===== config.mk =====
export PLATFORM = sky130hd
export DESIGN_NAME = write_ptr_logic_flat
export DESIGN_NICKNAME = d
export VERILOG_FILES = /design/src/rtl/fifo_pkg.sv /design/src/rtl/write_ptr_logic_if.sv /design/src/rtl/bin2gray_reg.sv /design/src/rtl/write_ptr_logic.sv /design/src/flat_wrapper.sv
export SDC_FILE = /design/constraint.sdc
export NUM_CORES = 1
export LEC_CHECK = 0
export CAP_MARGIN = 40
export CELL_PAD_IN_SITES_DETAIL_PLACEMENT = 0
export CELL_PAD_IN_SITES_GLOBAL_PLACEMENT = 1
export CORE_UTILIZATION = 33
export CTS_CLUSTER_DIAMETER = 100
export CTS_CLUSTER_SIZE = 16
export DETAILED_ROUTE_END_ITERATION = 16
export GPL_ROUTABILITY_DRIVEN = 1
export GPL_TIMING_DRIVEN = 0
export PLACE_DENSITY = 0.76
export SYNTH_ARGS = -nofsm -noshare
export SYNTH_HDL_FRONTEND = slang
export SYNTH_HIERARCHICAL = 1
export SYNTH_SLANG_ARGS = --single-unit
export TNS_END_PERCENT = 50

===== constraint.sdc =====
create_clock -name CLK -period 1.3 [get_ports CLK]
set_input_delay 0.13 -clock CLK [delete_from_list [all_inputs] [get_ports CLK]]
set_output_delay 0.13 -clock CLK [all_outputs]
set_load 0.02 [all_outputs]

===== src/rtl/fifo_pkg.sv =====
// Shared FIFO pointer helpers: default pointer width and Gray/binary conversion
// used by the write-pointer, read-pointer and flag logic.
package fifo_pkg;

   localparam int WIDTH_DEFAULT = 8;
   localparam int CONV_W        = 32;

   // Callers cast in/out of CONV_W bits so one function serves every pointer width.
   function automatic logic [CONV_W-1:0] bin2gray(input logic [CONV_W-1:0] b);
      return b ^ (b >> 1);
   endfunction

   function automatic logic [CONV_W-1:0] gray2bin(input logic [CONV_W-1:0] g);
      logic [CONV_W-1:0] b;
      b[CONV_W-1] = g[CONV_W-1];
      for (int i = CONV_W - 2; i >= 0; i--) begin
         b[i] = b[i+1] ^ g[i];
      end
      return b;
   endfunction

endpackage


===== src/rtl/write_ptr_logic_if.sv =====
// Write-side FIFO bus between the producer/flag logic and write_ptr_logic.
// OVERFLOW exists only when WPTR_OVERFLOW_EN is defined.
interface write_ptr_logic_if #(
   parameter int WIDTH = fifo_pkg::WIDTH_DEFAULT
);
   logic             WRITE_ENA;
   logic             FULL;
   logic             WRITE_ACCEPT;
   logic [WIDTH-2:0] WRITE_ADDR;
   logic [WIDTH-1:0] WRITE_PTR;
`ifdef WPTR_OVERFLOW_EN
   logic             OVERFLOW;
`endif

   modport master (
      output WRITE_ENA,
      output FULL,
      input  WRITE_ACCEPT,
      input  WRITE_ADDR,
`ifdef WPTR_OVERFLOW_EN
      input  OVERFLOW,
`endif
      input  WRITE_PTR
   );

   modport slave (
      input  WRITE_ENA,
      input  FULL,
      output WRITE_ACCEPT,
      output WRITE_ADDR,
`ifdef WPTR_OVERFLOW_EN
      output OVERFLOW,
`endif
      output WRITE_PTR
   );
endinterface


===== src/rtl/bin2gray_reg.sv =====
// Gray-code register with load enable; output comes straight from the flop so it
// can cross clock domains safely. Shared by the read- and write-pointer blocks.
module bin2gray_reg
   import fifo_pkg::*;
#(
   parameter int WIDTH = WIDTH_DEFAULT
) (
   input  logic             CLK,
   input  logic             RST_N,
   input  logic             load,
   input  logic [WIDTH-1:0] bin_in,
   output logic [WIDTH-1:0] gray_q
);

   logic [WIDTH-1:0] gray_nxt;

   assign gray_nxt = WIDTH'(bin2gray(CONV_W'(bin_in)));

   always_ff @(posedge CLK or negedge RST_N) begin
      if (!RST_N) begin
         gray_q <= '0;
      end else if (load) begin
         gray_q <= gray_nxt;
      end
   end

endmodule


===== src/rtl/write_ptr_logic.sv =====
// Write-side pointer generator: gates write requests with FULL, advances the binary
// write counter and registers its Gray image. Optional sticky OVERFLOW: WPTR_OVERFLOW_EN.
module write_ptr_logic
   import fifo_pkg::*;
#(
   parameter int WIDTH = WIDTH_DEFAULT
) (
   input logic               CLK,
   input logic               RST_N,
   write_ptr_logic_if.slave  wr
);

   logic             accept;
   logic [WIDTH-1:0] wbin;
   logic [WIDTH-1:0] wbin_nxt;
   logic [WIDTH-1:0] wgray;

   assign accept          = wr.WRITE_ENA & ~wr.FULL;
   assign wr.WRITE_ACCEPT = accept;
   assign wbin_nxt        = wbin + WIDTH'(1);

   always_ff @(posedge CLK or negedge RST_N) begin
      if (!RST_N) begin
         wbin <= '0;
      end else if (accept) begin
         wbin <= wbin_nxt;
      end
   end

   // Gray register loads the post-increment value so it tracks wbin in the same cycle.
   bin2gray_reg #(
      .WIDTH (WIDTH)
   ) u_wgray (
      .CLK    (CLK),
      .RST_N  (RST_N),
      .load   (accept),
      .bin_in (wbin_nxt),
      .gray_q (wgray)
   );

   assign wr.WRITE_ADDR = wbin[WIDTH-2:0];
   assign wr.WRITE_PTR  = wgray;

`ifdef WPTR_OVERFLOW_EN
   logic overflow;

   always_ff @(posedge CLK or negedge RST_N) begin
      if (!RST_N) begin
         overflow <= 1'b0;
      end else if (wr.WRITE_ENA & wr.FULL) begin
         overflow <= 1'b1;
      end
   end

   assign wr.OVERFLOW = overflow;
`endif

endmodule


===== src/flat_wrapper.sv =====
// flat-port wrapper written by rule: the top's interface ports become plain ports
module write_ptr_logic_flat import fifo_pkg::*;
#(
   parameter int WIDTH = WIDTH_DEFAULT
)
  (CLK, RST_N, wr_WRITE_ENA, wr_FULL, wr_WRITE_ACCEPT, wr_WRITE_ADDR, wr_WRITE_PTR);
  write_ptr_logic_if #(.WIDTH(WIDTH)) wr_i ();
  input logic CLK;
  input logic RST_N;
  input wire logic [$bits(wr_i.WRITE_ENA)-1:0] wr_WRITE_ENA;
  input wire logic [$bits(wr_i.FULL)-1:0] wr_FULL;
  output wire logic [$bits(wr_i.WRITE_ACCEPT)-1:0] wr_WRITE_ACCEPT;
  output wire logic [$bits(wr_i.WRITE_ADDR)-1:0] wr_WRITE_ADDR;
  output wire logic [$bits(wr_i.WRITE_PTR)-1:0] wr_WRITE_PTR;
  assign wr_i.WRITE_ENA = wr_WRITE_ENA;
  assign wr_i.FULL = wr_FULL;
  assign wr_WRITE_ACCEPT = wr_i.WRITE_ACCEPT;
  assign wr_WRITE_ADDR = wr_i.WRITE_ADDR;
  assign wr_WRITE_PTR = wr_i.WRITE_PTR;
  write_ptr_logic #(.WIDTH(WIDTH)) u_core (.CLK(CLK), .RST_N(RST_N), .wr(wr_i));
endmodule

# After elaboration in Yosys (flattened, before gate mapping)
# Cells that the tools add are included.
word_totals:
  mem_count: 0
  register_bits: 16
  mem_bits_rw: 0
  elab_cells: 6
  in_bits: 4
  output_inout_bits: 16
  latch_bits: 0
  romBits: 0
classes:
  div: 0
  multipliers: 0
  n_mux: 0
  magnitude_cmp: 0
  shift: 0
  n_eq_ne: 0
  bitwise_logic: 3
  n_addsub: 1
  reduce_logical: 0
op_table:
  columns: ["operator", "n"]
  rows:
  - ["8-bit by 1-bit adder with 8-bit output (second input constant)", 1]
  - ["8-bit by 7-bit XOR with 8-bit output", 1]
  - ["1-bit bitwise AND", 1]
  - ["1-bit NOT", 1]

# Logic depth before layout (Yosys ltp)
# Gate-level depths: netlist of the first run.
logic_depth:
  ltp_word: 2
  ltp_mapped: 6
  ltp_nobuf: 6

# By module
# The synthesis of the first run kept the hierarchy.
modules_own_cells:
  columns: ["module", "instances", "cells_each", "area_each_um2", "seq_area_each_um2"]
  rows:
  - ["write_ptr_logic", 1, 51, 505.5, 200.2]
  - ["bin2gray_reg", 1, 31, 364.1, 200.2]

# Worst setup path after synthesis of the first run
# No wires, ideal clock.
synth_path:
  path_type: "register -> register"
  from: "reg u_core.wbin[0]"
  to: "reg u_core.u_wgray.gray_q[6]"
  arrival_ns: 1.301
  setup_time_ns: 0.122
  stages_incl_launch_ff: 7
  required_ns: 1.178
  slack_ns: -0.123
  period_less_slack_ns: 1.423
  n_path_buf: 0
  path_cell_list: "dfrtp_1 > ha_1 > nand2_1 > nor2_1 > xor2_1 > xnor2_1 > a21oi_2"
synth_via:
  elab_chain_cells: 2
synth_rtl:
  columns: ["item", "line_no", "rtl"]
  rows:
  - ["start: declaration", "write_ptr_logic.sv:14", "logic [WIDTH-1:0] wbin;"]
  - ["start signal: assignment", "write_ptr_logic.sv:26", "wbin <= wbin_nxt;"]
  - ["8-bit by 1-bit adder with 8-bit output", "write_ptr_logic.sv:20", "assign wbin_nxt = wbin + WIDTH'(1);"]
  - ["named net u_core.wbin_nxt[6]", "write_ptr_logic.sv:15", "logic [WIDTH-1:0] wbin_nxt;"]
  - ["8-bit by 7-bit XOR with 8-bit output", "fifo_pkg.sv:10", "return b ^ (b >> 1);"]
  - ["end signal: assignment", "bin2gray_reg.sv:23", "gray_q <= gray_nxt;"]
  - ["end: declaration", "bin2gray_reg.sv:12", "output logic [WIDTH-1:0] gray_q"]
# The timed path passes the listed nets, and every way through them passes these cells.
# A chain may end at the register's enable or synchronous reset.

# Final worst setup path of the first run
layout_path:
  from: "reg u_core.wbin[1]"
  to: "reg u_core.u_wgray.gray_q[4]"
# The elaborated chain is that of the path after synthesis.

==> results of run 1 <==
worst reg2reg max path, stage by stage (launching register included):
cell and delay (ns):
dfrtp_1 0.44, buf_6 0.13, nand3_4 0.10, nor2_4 0.15, xor2_4 0.22, xnor2_1 0.17, a21oi_2 0.07
where the power goes:
group / internal [W] / total, W / leakage (nW) / switching [W]
clock network: 0.000170 / 0.000335 / 0.0210 / 0.000165
registers: 0.000701 / 0.000876 / 0.185 / 0.000176
logic: 0.00119 / 0.00225 / 0.416 / 0.00105
total: 0.00206 / 0.00346 / 0.622 / 0.00139
synthesized netlist by cell type:
cell      count
xnor2_1      11
nand3_1       2
nor2_1        9
a21oi_2       3
dfrtp_1      16
nand4_1       1
nand3_4       1
a21oi_1       4
nor3_2        3
nand2b_2      1
nand2_1       6
buf_2         1
xor2_1        9
buf_4         7
ha_1          1
nor2_2        3
buf_6         1
mux2_1        1
inv_1         2
registers in the layout, indices dropped and copies added, names as in the netlist:
signal / flops
u_core/u_wgray/gray_q: 8
u_core/wbin: 8
metrics by stage:
| stage | setup slack (ns) | hold slack (ns) | cell area (sq um) |
|---|---|---|---|
| 3_5_place_dp | -0.6111 | 0.4775 | 1117 |
| 2_1_floorplan | -0.06324 | -0.1656 | 889.6 |
| 4_1_cts | -0.09162 | 0.2917 | 1252 |
| 6_report | -0.08945 | 0.2724 | 1381 |
| 5_1_grt | -0.1563 | 0.3198 | 1381 |
| 3_3_place_gp | -0.6453 | 0.4723 | 1117 |
metal layers:
layer  wire [microns]  global-route usage (%)  vias to the layer above
met5                0                       0                        -
met4               26                   3.947                        0
met3               80                   3.448                        2
met2              919                   20.83                       19
met1              861                   16.40                      313
li1                 -                       -                      333
what timing repair did:
item,CTS,global route
gates resized for setup,35,26
setup endpoints to repair,23,14
buffers inserted,7,7
cloned,0,0
pin swaps,3,14
endpoints found under the hold margin,0,0
worst max-delay path by stage:
stage / startpoint / end / slack (ns) / depth (start not counted)
2_1_floorplan: u_core/wbin[0]$_DFFE_PN0P_ / u_core/u_wgray/gray_q[5]$_DFFE_PN0P_ / -0.06 / 6
5_1_grt: u_core/wbin[1]$_DFFE_PN0P_ / u_core/u_wgray/gray_q[4]$_DFFE_PN0P_ / -0.16 / 6
6_report: u_core/wbin[1]$_DFFE_PN0P_ / u_core/u_wgray/gray_q[4]$_DFFE_PN0P_ / -0.09 / 6
3_5_place_dp: wr_FULL / wr_WRITE_ACCEPT / -0.61 / 4
3_3_place_gp: wr_FULL / wr_WRITE_ACCEPT / -0.65 / 4
4_1_cts: u_core/wbin[0]$_DFFE_PN0P_ / u_core/u_wgray/gray_q[6]$_DFFE_PN0P_ / -0.09 / 6
logic make-up (layout without fill, tap and decap cells):
kind of cell             count (synthesis)  count (layout)
AO/OA/AOI/OAI                            7               7
XOR/XNOR                                20              20
adder cells (fa/ha/maj)                  1               1
buffers and inverters                   11              48
flip-flops                              16              16
multiplexers                             1               1
AND/OR/NAND/NOR                         26              26
final cells by class:
cell class / count / area [sq um] / share of cell area (%)
well taps: 30 / 37.54 / 2.717
flip-flops and latches: 16 / 405.4 / 29.35
inverters: 2 / 11.26 / 0.8152
clock buffers: 4 / 36.28 / 2.627
plain buffers: 9 / 75.07 / 5.435
multi-input cells: 55 / 526.8 / 38.13
repair buffers: 33 / 289.0 / 20.92
==> impl_results.md, run 1 <==
- Quantity of I/O buffers inserted on ports: 19
- Reg clk slew, reported paths: ~0.1 ns
- Yosys top cell by area: dfrtp_1
- Layout net count: between 100 and 150
- Layout Utilization: 55.76%
- Syn Std Cell Area: approximately 870 sq um
- Total grt overflow: 0
- Setup TNS: -0.4390 ns
- Via Count: 667
- TritonCTS clock tree: built
- Fin crit share: 106.9%
- Half-perimeter wire length after placement: 1060 microns
- Antenna Nets Post-Route: 0
- First-pass GRT wire length: ~2600 microns
- Register area share after synthesis: 46.04%
- Netlist cell types: 19
- Chip width: 53.34 microns
- Largest net degree at the start of global routing: 17
- Worst-skew pair later-pin latency: 0.29 ns
- Synth Warn #: 6
- FF-to-FF Start: u_core/wbin[1]$_DFFE_PN0P_
- Die Ht: 53.34 microns
- Via count of the first global-routing pass: 598
- Most common cell after layout, fill and taps aside: buf_4
- Syn Inst Count: 82
- Post-synthesis mux area share: 1.295%
- Total core area: roughly 0.0025 sq mm
- Post-Layout Cell Count: 149
- Reg2Reg Setup Slack: -0.09 ns
- Commonest cells after routing, fill and taps aside: 21 x buf_4, 12 x dfrtp_1, 9 x buf_6
- Worst endpoint required time: 1.48 ns
- # DRC: 0
- Fmax: roughly 720 MHz
- Least-Margin Pin Slew: 0.7450 ns
- Unrepaired setup endpoints after global routing: true
- Initial antenna violation count: 0
- Fin. max-slew vios: 0
- Post-Synth XOR/XNOR Area: roughly a fifth
- Pre-Repair DR Iteration Count: 1
- Post-Synth Adder-Cell Area: about 1.4%
- Kind of critical path: flip-flop to flip-flop
- VDD IR max: between 0.0015 and 0.002 V
- Synth Area in Compound Gates: approximately 5.3%
- Drt via density: roughly 4.5
- Fin crit period: between 1 and 1.5 ns
- Syn nets: 87
- Filler cells: 216
- Ratio of cells with drive above 1 in the final layout: ~56%
- Max incr delay on CP: 0.44 ns
- Worst Setup End Kind: flip-flop
- Worst Skew: 0.002739 ns
- # rows: 18
- H-tree depth: 1
- Clock sink total: 16
- Final Setup Violations: 7
- Static Leak: between 0.6 and 0.7 nW
- Total GRT Usage: approximately an eighth
- Relative slew slack: 50.18%
- Max clock buf depth: 2
- Placed cells: approximately 130
- Tot Pwr: 0.003458 W
- Arr. time, crit path: 1.57 ns
- Post-synth top area share: about 46%
- Synth Area in Simple Gates: 16.98%
- Status: complete, but fails checks
- CP bufs+invs: 1
- Largest family of logic cells by synthesized area: XOR/XNOR gates
- Syn_area_per_cell: 10.60 sq um
- Failing checks: negative setup slack
- Placer Congestion: 0.6890
- IO Pins: 20
- Root buf cell: clkbuf_4
- Setup WS post-layout: -0.08945 ns
- Wirelength, routed: roughly 1900 microns
- Layout area overhead: 58.85%
- Top delay family on crit path: flip-flops
- Max Cap Viol: 0
- #FFs+latches synth: 16
- Worst path slowest cell: dfrtp_1
- CTS Hold Bufs: 0
- Crit path cell chain: buf_6 > nand3_4 > nor2_4 > xor2_4 > xnor2_1 > a21oi_2
- WL per Instance: 12.67 microns
- Pwr/cell area: 2503 mW/mm^2
- Worst r2r dst: u_core/u_wgray/gray_q[4]$_DFFE_PN0P_
- Crit start category: flip-flop
- Hold Vio Cnt, Final: 0
- ANT cells: 0
- 1st-iter DRT viols: 0
- R2R cell count: 6
- Die ar.: roughly 0.0028 sq mm
- Crit-path max FO: 5
- Total CTS buffers: 3
- Synth area leaders: dfrtp_1 46%, xnor2_1 11%, xor2_1 9.1%, buf_4 6.0%, nor2_1 3.9%
- Worst hold path class: primary input to asynchronous set/reset pin
- Initial Util: 35.10%
Note: power is estimated with default switching activity, not from simulation.
==> run 2: changes to the inputs <==
--- a/config.mk
+++ b/config.mk
@@ -15,6 +15,8 @@
 export GPL_ROUTABILITY_DRIVEN = 1
 export GPL_TIMING_DRIVEN = 0
 export PLACE_DENSITY = 0.76
+export RECOVER_POWER = 100
+export SKIP_LAST_GASP = 1
 export SYNTH_ARGS = -nofsm -noshare
 export SYNTH_HDL_FRONTEND = slang
 export SYNTH_HIERARCHICAL = 1
==> impl_results.md, run 2 (synthesis gave the netlist of run 1 again) <==
- Status: complete, but fails checks
- Failing checks: negative setup slack
- Post-Layout Cell Count: 147
- Fin crit share: 110.2%
- Top flop regs: u_core/u_wgray/gray_q x8, u_core/wbin x8
- Gate power share: 63.2%
- Worst Skew: just over 0.004 ns
- P_sw: 0.001314 W
- Reg2Reg Setup Slack: -0.11 ns
- Via Count: 645
- Placer Congestion: 0.6890
- Static Leak: 0.5774 nW
- Placed cells: 131
- Multi-input gate area: 500.5 sq um
- # rows: 18
- ANT cells: 0
- Chip width: 53.34 microns
- Quantity of I/O buffers inserted on ports: 19
- Total grt overflow: 0
- Kind of critical path: flip-flop to output port
- Fmax: 698.0 MHz
- WL per Instance: 12.03 microns
- Root buf cell: clkbuf_4
- Die ar.: 0.002845 sq mm
- Tot Pwr: between 0.003 and 0.004 W
- VDD IR max: approximately 0.0013 V
- Worst path slowest cell: dfrtp_1
- Max Cap Viol: 0
- Sequential share of power: approximately a quarter
- Final Cell Area: 0.001316 sq mm
- Worst endpoint required time: 1.17 ns
- Worst hold path class: primary input to asynchronous set/reset pin
- Worst Setup End Kind: output port
- Total CTS buffers: 3
- IO Pins: 20
- Most frequent CP cell: buf_4
- Initial Util: about a third
- Ratio of cells with drive above 1 in the final layout: 49.57%
- Half-perimeter wire length after placement: 1060 microns
- Drt via density: between 4 and 5
- # DRC: 0
- Reg clk slew, reported paths: 0.10 ns
- Least-Margin Pin Slew: ~0.74 ns
- 1st-iter DRT viols: 3
- Crit start category: flip-flop
- Initial antenna violation count: 0
- Worst-skew pair later-pin latency: 0.28 ns
- Layout area overhead: 51.37%
- Setup WS post-layout: -0.1326 ns
- Final Setup Violations: 12
- Via count of the first global-routing pass: 586
- Total core area: 0.002477 sq mm
- Most common cell after layout, fill and taps aside: buf_4
- Fin. max-slew vios: 0
- Layout net count: 123
- Max clock buf depth: 2
- Antenna Nets Post-Route: 0
- H-tree depth: 1
- Max incr delay on CP: between 0.4 and 0.5 ns
- Total GRT Usage: 12.97%
- Fin crit period: 1.433 ns
- Placed inst area: 0.001117 sq mm
- Crit path cell chain: buf_4 > buf_4 > dlygate4sd2_1
- Commonest cells after routing, fill and taps aside: 14 x buf_4, 12 x dfrtp_1, 7 x buf_6, 7 x xor2_1, 7 x xnor2_1
- Clock sink total: 16
- Sw frac: 40.33%
- First-pass GRT wire length: 2601 microns
- Wirelength, routed: 1769 microns
- Pwr/cell area: 2475 mW/mm^2
- Pre-Repair DR Iteration Count: 3
- Arr. time, crit path: 1.30 ns
- Crit-path max FO: 3
- Register area: slightly above 400 sq um
- P_int: 0.001944 W
- Relative slew slack: between 50% and 60%
- Filler cells: 216
- Hold Vio Cnt, Final: 0
- TritonCTS clock tree: built
- Clk pwr share: 10.1%
- CTS Hold Bufs: 0
- Unrepaired setup endpoints after global routing: true
- Dpl ws: -0.6111 ns
- Die Ht: 53.34 microns
- Largest net degree at the start of global routing: 17
run 2: changes by cell type in the layout (fill, tap and decap cells not counted), sizes merged:
cell and change:
clkdlybuf4s50 +2, dlygate4sd2 -3, dlygate4sd3 +1, clkdlybuf4s15 +1, clkbuf +7, buf -10
run 2: worst max-delay path: cells and delay by family (launching register included):
family,cells,cell delay [ns]
buffers and inverters,3,0.59
flip-flops,1,0.44
run 2: layout make-up:
| type | count | share of cell area (%) |
|---|---|---|
| multi-input combinational | 55 | 38.02 |
| sequential | 16 | 30.80 |
| timing repair buffer | 31 | 19.49 |
| buffer | 9 | 5.418 |
| tap | 30 | 2.852 |
| clock buffer | 4 | 2.757 |
| inverter | 2 | 0.6654 |
run 2: path summary, 6_finish.rpt:
check,start,to,cells past startpoint
max,u_core/wbin[1]$_DFFE_PN0P_,wr_WRITE_ADDR[1],3
min,RST_N,u_core/wbin[7]$_DFFE_PN0P_,1
max reg2reg,u_core/wbin[1]$_DFFE_PN0P_,u_core/u_wgray/gray_q[4]$_DFFE_PN0P_,6
min reg2reg,u_core/wbin[7]$_DFFE_PN0P_,u_core/wbin[7]$_DFFE_PN0P_,1
max in group asynchronous,RST_N,u_core/wbin[0]$_DFFE_PN0P_,1
min in group CLK,u_core/wbin[7]$_DFFE_PN0P_,u_core/wbin[7]$_DFFE_PN0P_,1
run 2: stage by stage:
step	hold WS (ns)	TNS, ns	util [%]
finish	0.3437	-1.019	53.13
floorplan	-0.1656	-0.2176	-
global route	0.3963	-1.792	53.13
global placement	0.4723	-3.082	45.10
detailed placement	0.4775	-2.813	45.10
CTS	0.2917	-1.347	50.30
run 2: layer usage:
metal  track usage [%]  wire, microns  vias up  share of wire [%]
met5                 0              0        -                  0
met4             5.263             18        0                1.0
met3             3.448             74        2                4.2
met2             21.04            797       14                 45
met1             16.02            878      297                 50
li1                  -              -      332                  -
run 2: power by group through the flow:
| stage | Combinational, W | Sequential (W) | Clock (W) |
|---|---|---|---|
| global placement | 0.00157 | 0.000905 | 0 |
| detailed placement | 0.00158 | 0.000911 | 0 |
| CTS | 0.00181 | 0.000852 | 0.000340 |
| global route | 0.00219 | 0.000897 | 0.000378 |
| floorplan | 0.000971 | 0.00100 | 0 |
| finish | 0.00206 | 0.000869 | 0.000330 |
run 2: repair_timing:
action,in CTS,in global routing
gates cloned,0,0
resized for setup,20,28
pin swaps,3,10
buffers inserted,7,5
setup endpoints to repair,23,22
